<file path="src/rtl/conv_sequencer_if.sv">
// Handshake and control bundle between the convolution sequencer and its
// weight/pixel sources and convolver datapath.
interface conv_sequencer_if;
    logic       start;
    logic       weight_valid;
    logic       weight_ready;
    logic       pixel_valid;
    logic       pixel_ready;
    logic [1:0] ctrl_state;
    logic       shift_en;
    logic       out_valid;
    logic       busy;
    logic       done;

    modport slave (
        input  start, weight_valid, pixel_valid,
        output weight_ready, pixel_ready, ctrl_state, shift_en, out_valid, busy, done
    );

    modport master (
        output start, weight_valid, pixel_valid,
        input  weight_ready, pixel_ready, ctrl_state, shift_en, out_valid, busy, done
    );
endinterface

</file>
<file path="src/rtl/conv_sequencer.sv">
// Sequences one convolution pass: loads KERNEL_SIZE^2 weights, streams one
// IMG_WIDTH x IMG_HEIGHT frame, then pulses done for one cycle.
module conv_sequencer #(
    parameter int KERNEL_SIZE = 3,
    parameter int IMG_WIDTH   = 28,
    parameter int IMG_HEIGHT  = 28,
    parameter int CNT_W       = 8
) (
    input  logic             clk,
    input  logic             reset,
    conv_sequencer_if.slave  bus
);

    typedef enum logic [1:0] {
        S_IDLE   = 2'd0,
        S_LOAD_W = 2'd1,
        S_STREAM = 2'd2,
        S_FINISH = 2'd3
    } state_t;

    localparam logic [1:0] CS_HOLD  = 2'b00;
    localparam logic [1:0] CS_WRITE = 2'b01;
    localparam logic [1:0] CS_SHIFT = 2'b10;

    localparam logic [CNT_W-1:0] LAST_WGT = CNT_W'(KERNEL_SIZE * KERNEL_SIZE - 1);
    localparam logic [CNT_W-1:0] LAST_COL = CNT_W'(IMG_WIDTH - 1);
    localparam logic [CNT_W-1:0] LAST_ROW = CNT_W'(IMG_HEIGHT - 1);
    localparam logic [CNT_W-1:0] WIN_MIN  = CNT_W'(KERNEL_SIZE - 1);

    state_t           r_state;
    logic [CNT_W-1:0] r_wcnt;
    logic [CNT_W-1:0] r_col;
    logic [CNT_W-1:0] r_row;
    logic [1:0]       r_ctrl_state;
    logic             r_shift_en;
    logic             r_out_valid;

    logic w_w_acc;
    logic w_p_acc;

    assign w_w_acc = bus.weight_valid & (r_state == S_LOAD_W);
    assign w_p_acc = bus.pixel_valid  & (r_state == S_STREAM);

    assign bus.weight_ready = (r_state == S_LOAD_W);
    assign bus.pixel_ready  = (r_state == S_STREAM);
    assign bus.busy         = (r_state == S_LOAD_W) || (r_state == S_STREAM);
    assign bus.done         = (r_state == S_FINISH);
    assign bus.ctrl_state   = r_ctrl_state;
    assign bus.shift_en     = r_shift_en;
    assign bus.out_valid    = r_out_valid;

    // Per-beat outputs default to idle each cycle and are set only on an accept.
    always_ff @(posedge clk) begin
        if (reset) begin
            r_state      <= S_IDLE;
            r_wcnt       <= '0;
            r_col        <= '0;
            r_row        <= '0;
            r_ctrl_state <= CS_HOLD;
            r_shift_en   <= 1'b0;
            r_out_valid  <= 1'b0;
        end else begin
            r_ctrl_state <= CS_HOLD;
            r_shift_en   <= 1'b0;
            r_out_valid  <= 1'b0;
            case (r_state)
                S_IDLE: begin
                    if (bus.start) begin
                        r_state <= S_LOAD_W;
                        r_wcnt  <= '0;
                        r_col   <= '0;
                        r_row   <= '0;
                    end
                end
                S_LOAD_W: begin
                    if (w_w_acc) begin
                        r_ctrl_state <= CS_WRITE;
                        r_wcnt       <= r_wcnt + 1'b1;
                        if (r_wcnt == LAST_WGT) begin
                            r_state <= S_STREAM;
                        end
                    end
                end
                S_STREAM: begin
                    if (w_p_acc) begin
                        r_shift_en  <= 1'b1;
                        r_out_valid <= (r_row >= WIN_MIN) && (r_col >= WIN_MIN);
                        if (r_col == LAST_COL) begin
                            r_ctrl_state <= CS_SHIFT;
                            r_col        <= '0;
                            if (r_row == LAST_ROW) begin
                                r_state <= S_FINISH;
                            end else begin
                                r_row <= r_row + 1'b1;
                            end
                        end else begin
                            r_col <= r_col + 1'b1;
                        end
                    end
                end
                S_FINISH: begin
                    r_state <= S_IDLE;
                end
                default: begin
                    r_state <= S_IDLE;
                end
            endcase
        end
    end

endmodule

</file>
<file path="src/flat_wrapper.sv">
// flat-port wrapper written by rule: the top's interface ports become plain ports
module conv_sequencer_flat 
#(
    parameter int KERNEL_SIZE = 3,
    parameter int IMG_WIDTH   = 28,
    parameter int IMG_HEIGHT  = 28,
    parameter int CNT_W       = 8
)
  (clk, reset, bus_start, bus_weight_valid, bus_pixel_valid, bus_weight_ready, bus_pixel_ready, bus_ctrl_state, bus_shift_en, bus_out_valid, bus_busy, bus_done);
  conv_sequencer_if bus_i ();
  input  logic clk;
  input  logic reset;
  input wire logic [$bits(bus_i.start)-1:0] bus_start;
  input wire logic [$bits(bus_i.weight_valid)-1:0] bus_weight_valid;
  input wire logic [$bits(bus_i.pixel_valid)-1:0] bus_pixel_valid;
  output wire logic [$bits(bus_i.weight_ready)-1:0] bus_weight_ready;
  output wire logic [$bits(bus_i.pixel_ready)-1:0] bus_pixel_ready;
  output wire logic [$bits(bus_i.ctrl_state)-1:0] bus_ctrl_state;
  output wire logic [$bits(bus_i.shift_en)-1:0] bus_shift_en;
  output wire logic [$bits(bus_i.out_valid)-1:0] bus_out_valid;
  output wire logic [$bits(bus_i.busy)-1:0] bus_busy;
  output wire logic [$bits(bus_i.done)-1:0] bus_done;
  assign bus_i.start = bus_start;
  assign bus_i.weight_valid = bus_weight_valid;
  assign bus_i.pixel_valid = bus_pixel_valid;
  assign bus_weight_ready = bus_i.weight_ready;
  assign bus_pixel_ready = bus_i.pixel_ready;
  assign bus_ctrl_state = bus_i.ctrl_state;
  assign bus_shift_en = bus_i.shift_en;
  assign bus_out_valid = bus_i.out_valid;
  assign bus_busy = bus_i.busy;
  assign bus_done = bus_i.done;
  conv_sequencer #(.KERNEL_SIZE(KERNEL_SIZE), .IMG_WIDTH(IMG_WIDTH), .IMG_HEIGHT(IMG_HEIGHT), .CNT_W(CNT_W)) u_core (.clk(clk), .reset(reset), .bus(bus_i));
endmodule
</file>
<file path="config.mk">
export PLATFORM = sky130hd
export DESIGN_NAME = conv_sequencer_flat
export DESIGN_NICKNAME = d
export VERILOG_FILES = /design/src/rtl/conv_sequencer_if.sv /design/src/rtl/conv_sequencer.sv /design/src/flat_wrapper.sv
export SDC_FILE = /design/constraint.sdc
export NUM_CORES = 1
export LEC_CHECK = 0
export ABC_CLOCK_PERIOD_IN_PS = 2500
export CAP_MARGIN = 20
export CORE_UTILIZATION = 45
export CTS_CLUSTER_SIZE = 12
export DETAILED_ROUTE_END_ITERATION = 10
export PLACE_DENSITY_LB_ADDON = 0.1
export SLEW_MARGIN = 10
export SYNTH_ARGS = -nofsm -noshare
export SYNTH_HDL_FRONTEND = slang
export SYNTH_SLANG_ARGS = --single-unit
</file>
<file path="constraint.sdc">
create_clock -name clk -period 2.5 [get_ports clk]
set_input_delay 0.5 -clock clk [delete_from_list [all_inputs] [get_ports clk]]
set_output_delay 0.5 -clock clk [all_outputs]
set_load 0.02 [all_outputs]
</file>
# Word level (Yosys, flattened, before mapping)
# Cells that the tools add are included.
# word_totals
reg_bits	30
in_bits	5
output_inout_bits	8
elab_cells	62
# op_classes
add_sub_neg	3
n_lt_le_gt_ge	2
eq_ne	13
mux	22
bitwise	4
reduce_logical	11
# ops
cell	count
8-bit two-way mux	7
8-bit case mux with 2 select lines	3
8-bit by 1-bit adder with 8-bit output, second input constant	3
8-bit by 5-bit == test with 1-bit output, second input constant	2
8-bit by 2-bit greater-or-equal comparator with 1-bit output, second input constant	2
2-bit two-way mux	8
2-bit by 1-bit != test with 1-bit output, second input constant	5
8-bit by 4-bit == test with 1-bit output, second input constant	1
2-bit case mux with 4 select lines	1
3-bit AND reduction	2
6-bit AND reduction	1
5-bit AND reduction	1
2-bit == test, second input constant	2
2-bit != test, second input constant	2
2-bit case mux with 2 select lines	1
2-bit nonzero test	2
3-bit OR reduction	1
1-bit AND	2
2-bit by 1-bit == test with 1-bit output, second input constant	1
2-bit logical NOT	1
1-bit two-way mux	2
1-bit NOT	2
2-bit OR reduction	1
1-bit logical AND	1
1-bit logical OR	1

# Logic depth before layout (Yosys ltp)
# Gate-level depths: netlist (run 1).
# logic_depth
depth_word	5
mapped_depth	7

# Worst setup path after synthesis (run 1)
# Ideal clock, no wire load.
# synth_timing
path_kind	register -> register
start	reg u_core.r_col[5]
end	reg u_core.r_state[1]
setup_time_ns	0.072
arrival_ns	1.946
path_slack_ns	0.482
stages_incl_launch_ff	6
n_path_buf	1
period_less_slack_ns	2.018
path_cell_list	dfxtp_1 > or4_4 > buf_6 > or4_4 > a211oi_2 > mux2i_1
# synth_via
elab_chain_cells	3
# synth_rtl
element	line_no	text
start, declared	conv_sequencer.sv:32	logic [CNT_W-1:0] r_col;
start signal, assigned	conv_sequencer.sv:97	r_col <= r_col + 1'b1;
8-bit by 5-bit == test with 1-bit output	conv_sequencer.sv:88	if (r_col == LAST_COL) begin
2-bit by 1-bit != test with 1-bit output (no source line)	n/a	
6-bit AND reduction (no source line)	n/a	
end signal, assigned	conv_sequencer.sv:92	r_state <= S_FINISH;
end signal, assigned	conv_sequencer.sv:102	r_state <= S_IDLE;
end signal, assigned	conv_sequencer.sv:105	r_state <= S_IDLE;
end, declared	conv_sequencer.sv:30	state_t r_state;
# No other way between the ends.
# A chain may end at the register's enable or synchronous reset.

# Worst setup path after layout (run 1)
# layout_timing
start	reg u_core.r_state[0]
end	out bus_pixel_ready
# layout_via
elab_chain_cells	1
# layout_rtl
element	line_no	text
start signal, assigned	conv_sequencer.sv:55	r_state <= S_IDLE;
start signal, assigned	conv_sequencer.sv:69	r_state <= S_LOAD_W;
start signal, assigned	conv_sequencer.sv:80	r_state <= S_STREAM;
2-bit == test	conv_sequencer.sv:45	assign bus.pixel_ready = (r_state == S_STREAM);
end, declared	flat_wrapper.sv:17	output wire logic [$bits(bus_i.pixel_ready)-1:0] bus_pixel_ready;
# No other way between the ends.

==> results of run 1 <==
## state kept, by name, summed over array words and instances (netlist names)
register / count
u_core.r_col: 8
u_core.bus.out_valid: 1
u_core.r_state: 2
u_core.r_row: 8
u_core.r_wcnt: 8
u_core.bus.ctrl_state: 2
u_core.bus.shift_en: 1
## through the flow
stage / instance area [um^2] / util (%) / hold slack [ns] / std cells / power, mW
after floorplan: 1699 / - / 0.4522 / 201 / 0.9680
after global placement: 1873 / 54.00 / 0.4621 / 257 / 1.131
after detailed placement: 1873 / 54.00 / 0.4731 / 257 / 1.148
after CTS: 1964 / 56.64 / 0.4877 / 265 / 1.548
after global routing: 1967 / 56.71 / 0.5090 / 265 / 1.641
final: 1967 / 56.71 / 0.4864 / 265 / 1.539
## routing by layer
metal,global-route usage [%],share of wire [%],vias up
li1,-,-,783
met1,25.72,46,729
met2,36.17,50,28
met3,4.529,2.9,6
met4,8.523,1.6,0
met5,0,0,-
## synthesized netlist by cell type (4+ instances only)
master     n  area (um^2)
nand3_1   11        55.05
inv_1      9        33.78
nor2_1    11        41.29
nand2_1   14        52.55
and2_1     7        43.79
o311ai_0   4        35.03
o21ai_0   16        80.08
nor4_1     4        25.02
dfxtp_1   30        600.6
nand2b_1   4        25.02
ha_1      11        137.6
and3_1     4        25.02
nand4_1    8        50.05
a21oi_1   11        55.05
clkbuf_1   4        15.01
xor2_1     4        35.03
nor2b_1    4        25.02
or3_1      4        25.02
## power breakdown
| part | internal (mW) | total [mW] | switching (mW) |
|---|---|---|---|
| Sequential | 0.510 | 0.542 | 0.0320 |
| Combinational | 0.244 | 0.601 | 0.356 |
| Clock | 0.222 | 0.396 | 0.175 |
| Total | 0.976 | 1.54 | 0.563 |
## cell families (layout without fill, tap and decap cells)
group	after synthesis	in the layout	share of synthesized area, %
AND/OR/NAND/NOR	85	85	27.98
AO/OA/AOI/OAI	52	52	20.03
flip-flops	30	30	35.35
buffers and inverters	14	32	3.534
adder cells (fa/ha/maj)	11	11	8.100
XOR/XNOR	6	6	3.093
multiplexers	3	3	1.915
## worst max path at each step
stage,startpoint,to,slack [ns],cells after the start
global route,u_core.r_state[0]$_SDFFE_PP0P_,bus_pixel_ready,0.12,3
global placement,bus_weight_valid,u_core.r_state[0]$_SDFFE_PP0P_,0.31,5
CTS,u_core.r_state[0]$_SDFFE_PP0P_,bus_pixel_ready,0.01,3
detailed placement,bus_pixel_valid,u_core.r_row[4]$_SDFFE_PP0P_,0.22,5
floorplan,u_core.r_col[5]$_SDFFE_PP0P_,u_core.r_state[1]$_SDFFE_PP0P_,0.48,5
finish,u_core.r_state[0]$_SDFFE_PP0P_,bus_pixel_ready,0.20,3
## worst register-to-register path, cell delays in order, from the launching register on
cell and delay (ns):
dfxtp_1 0.35, inv_1 0.13, ha_2 0.38, mux2_2 0.31, o211ai_1 0.26, o311ai_0 0.41
o41ai_1 0.13
## area by class of cell
cell class / count / share of cell area (%)
Clock buffer: 7 / 4.389
Clock inverter: 1 / 0.2545
Inverter: 9 / 1.718
Multi-Input combinational cell: 157 / 52.93
Sequential cell: 30 / 30.53
Tap cell: 46 / 2.926
Timing Repair Buffer: 15 / 7.252
==> metrics.csv, run 1 <==
metric,value,unit
grt_pass1_vias,1516,
wl,3816,um
vias,1546,
cpPeakStageDelay,0.67,ns
rsz0062_at_grt,false,
yosysWarnings,0,
crit_required,2.00,ns
cts_sinks,30,
rr_startpoint,u_core.r_state[0]$_SDFFE_PP0P_,
status,"complete, no violations",
clock.fmax,0.4345,GHz
hp-class,reg2reg,
grt_use_total,21.25,%
clkTransAtPathRegs,0.06,ns
drt_iter0_drc,60,
pre_cts_slack,0.2226,ns
postRouteAntennaNets,0,
diodes,0,
rows,21,
r2r_end,u_core.r_row[3]$_SDFFE_PP0P_,
postSynthCellCount,201,
drt_first_pass_iters,4,
setup_ws,0.1984,ns
arrival,1.80,ns
synthesis.nets,217,
area_delta_synth_final,15.76,%
drcViolationCount,0,
viasPerCell,5.834,
synth-seq-cells,30,
io_pins,13,
synthesis.area,0.001699,mm^2
cts_hold_buffers,0,
drive_gt1_share,7.763,%
synthFlopType,dfxtp_1,
period_minus_slack,2.302,ns
yosysSeqAreaShare,35.35,%
antenna_found_initial,0,
gp_congestion,0.8267,
crit_chain,inv_1 -> ha_2 -> clkdlybuf4s50_1,
insertion_delay,0.28,ns
end_kind,output port,
setup_viol,0,
worstHoldStart,u_core.r_col[7]$_SDFFE_PP0P_,
crit_family,buffers and inverters,
critPathSlowestCell,clkdlybuf4s50_1,
maxSlewViolCount,0,
die_y,63.45,um
regArea,600.6,um^2
final_common_cell,dfxtp_1,
cts_buffers,5,
multiInputGateArea,0.001041,mm^2
post_drt_wl_per_cell,14.40,um
grt_max_degree,17,
critPathLaunchType,flop,
die_w,63.45,um
fill_cells,333,
die_area,0.004025,mm^2
hold_depth,1,
overflow,0,
clock_skew,0.004351,ns
period_share,92.06,%
cts_tree,built,
p_leak,0.6953,nW
maxCapViolations,0,
path_class,reg2out,
ctsResizeCount,0,
grt_pass1_wl,6755,um
numPortBuffers,12,
cts_max_path_buffers,2,
final_cell_mix,"30 x dfxtp_1, 16 x o21ai_0, 14 x nand2_1",
core_area,0.003468,mm^2
synth_edf_count,0,
start_util,48.99,%
worst-r2r-setup-slack,0.41,ns
ys_types,42,
hold_path_end,u_core.r_col[7]$_SDFFE_PP0P_,
synth-async-reset-ratio,0,%
htree_levels,2,
cts_setup_buffers,0,
worst_slew_pin_slew,0.5279,ns
hold_viol,0,
cp_num_buf_inv,2,
reg2reg_depth,6,
ir_drop,0.2599,mV
avgSynthCellArea,8.453,um^2
layout.nets,234,
timing.slew.headroom,64.48,%
fin_setup_tns,0,ns
critPathMaxFanout,16,
powerDensity,782.4,mW/mm^2
clock-root-buffer,clkbuf_8,
dpl.hpwl,2816,um
Note: power is estimated with default switching activity, not from simulation.
==> run 2, diff against run 1 <==
--- a/config.mk
+++ b/config.mk
@@ -7,6 +7,7 @@
 export LEC_CHECK = 0
 export ABC_CLOCK_PERIOD_IN_PS = 2500
 export CAP_MARGIN = 20
+export CORE_MARGIN = 5
 export CORE_UTILIZATION = 45
 export CTS_CLUSTER_SIZE = 12
 export DETAILED_ROUTE_END_ITERATION = 10
@@ -15,3 +16,4 @@
 export SYNTH_ARGS = -nofsm -noshare
 export SYNTH_HDL_FRONTEND = slang
 export SYNTH_SLANG_ARGS = --single-unit
+export TNS_END_PERCENT = 1
==> metrics.csv, run 2 (synthesized netlist as in run 1, its figures left out) <==
metric,value,unit,change
maxSlewViolCount,0,,unchanged
crit_required,2.00,ns,about the same
reg_top3,"u_core.r_col (8), u_core.r_row (8), u_core.r_wcnt (8)",,
clock.fmax,0.4491,GHz,+3.4%
whs,0.4957,ns,+0.009309 ns
layout.nets,235,,+0.43%
p_leak,0.7023,nW,+1.0%
drive_gt1_share,7.727,%,-0.035 points
hold_viol,0,,unchanged
grt_pass1_wl,6686,um,-1.0%
grt_max_degree,14,,-3
clock_power_share,25.8,%,about the same
ir_drop,0.5036,mV,+94%
rsz0062_at_grt,false,,
comb_power_share,39.2,%,+0.2 points
switching_share,36.53,%,about the same
clkTransAtPathRegs,0.06,ns,about the same
final_cell_mix,"30 x dfxtp_1, 16 x o21ai_0, 14 x nand2_1",,
drt_iter0_drc,96,,+60%
grt_pass1_vias,1486,,-2.0%
power_frac_seq,35.0,%,-0.2 points
die_y,71.45,um,+13%
path_class,reg2out,,
die_w,71.45,um,+13%
cts_tree,built,,
rows,22,,+4.8%
powerDensity,782.0,mW/mm^2,about the same
worst_slew_pin_slew,0.5189,ns,-0.009010 ns
core_area,0.003661,mm^2,+5.6%
critPathMaxFanout,4,,-12
htree_levels,2,,unchanged
ctsResizeCount,0,,unchanged
postRouteAntennaNets,0,,unchanged
period_minus_slack,2.227,ns,-0.07487 ns
final_common_cell,dfxtp_1,,
cts_max_path_buffers,2,,unchanged
period_share,89.07,%,-3.0 points
die_area,0.005104,mm^2,+27%
area_delta_synth_final,16.20,%,
gp_congestion,0.8717,,+5.4%
cts_hold_buffers,0,,unchanged
drt_first_pass_iters,4,,unchanged
numPortBuffers,12,,unchanged
critPathLaunchType,flop,,
antenna_found_initial,0,,unchanged
timing.slew.headroom,65.26,%,+0.77 points
arrival,1.73,ns,-0.07 ns
dpl.hpwl,2918,um,+3.6%
intPower,0.9799,mW,+0.39%
overflow,0,,unchanged
fin_setup_tns,0,ns,unchanged
setup_viol,0,,unchanged
start_util,46.41,%,-2.6 points
io_pins,13,,unchanged
power_switching,0.5640,mW,+0.24%
post_drt_wl_per_cell,14.60,um,+1.4%
diodes,0,,unchanged
status,"complete, no violations",,
grt_use_total,16.57,%,-4.7 points
vias,1572,,+1.7%
viasPerCell,5.866,,+0.54%
maxCapViolations,0,,unchanged
cts_sinks,30,,unchanged
insertion_delay,0.28,ns,about the same
hp-class,reg2reg,,
wl,3914,um,+2.6%
clock-root-buffer,clkbuf_8,,
drcViolationCount,0,,unchanged
cts_buffers,5,,unchanged
end_kind,output port,,
clock_skew,0.004377,ns,+0.00002662 ns
cts_setup_buffers,0,,unchanged
run 2: cell types whose count changed in the layout (fill, tap and decap cells not counted), sizes merged:
cell	before	now
buf	3	4
run 2: through the flow:
step	instance area [um^2]	worst slack [ns]	power [mW]	utilization, %	std cells
floorplan	1699	0.4823	0.9680	-	201
global placement	1883	0.3023	1.144	51.44	260
detailed placement	1883	0.1901	1.150	51.44	260
CTS	1974	0.2563	1.550	53.93	268
global route	1974	0.1510	1.650	53.93	268
finish	1974	0.2733	1.544	53.93	268
run 2: final timing paths:
| kind | slack [ns] | depth (start not counted) | endpoint | start |
|---|---|---|---|---|
| worst min-delay path | 0.50 | 2 | u_core.r_wcnt[1]$_SDFFE_PP0P_ | u_core.r_wcnt[1]$_SDFFE_PP0P_ |
| worst min register to register | 0.50 | 2 | u_core.r_wcnt[1]$_SDFFE_PP0P_ | u_core.r_wcnt[1]$_SDFFE_PP0P_ |
| worst max-delay path | 0.27 | 3 | bus_busy | u_core.r_state[0]$_SDFFE_PP0P_ |
| worst max register to register | 0.40 | 7 | u_core.r_row[3]$_SDFFE_PP0P_ | u_core.r_state[0]$_SDFFE_PP0P_ |
run 2: layout make-up:
class	count	area (um^2)
multi-input cells	157	1039
clock buffers	7	86.33
repair buffers	16	150.1
clock inverters	1	5.005
fillers	342	1687
well taps	48	60.06
inverters	9	33.78
flip-flops and latches	30	600.6
run 2: critical path, stage by stage, from the launching register on:
cell and delay [ns]:
dfxtp_1 0.38, inv_1 0.09, ha_1 0.35, clkdlybuf4s50_1 0.63
run 2: routing by layer:
metal / part of all wire [%] / global-route usage (%)
met5: 0 / 0
met2: 48 / 27.86
met3: 4.5 / 4.909
met4: 1.3 / 5.846
met1: 47 / 20.02
run 2: power by group through the flow:
stage | Combinational, mW | Sequential (mW) | Clock (mW)
floorplan | 0.419 | 0.549 | 0
global placement | 0.594 | 0.549 | 0
detailed placement | 0.600 | 0.551 | 0
global route | 0.671 | 0.544 | 0.435
CTS | 0.604 | 0.540 | 0.405
finish | 0.606 | 0.540 | 0.398
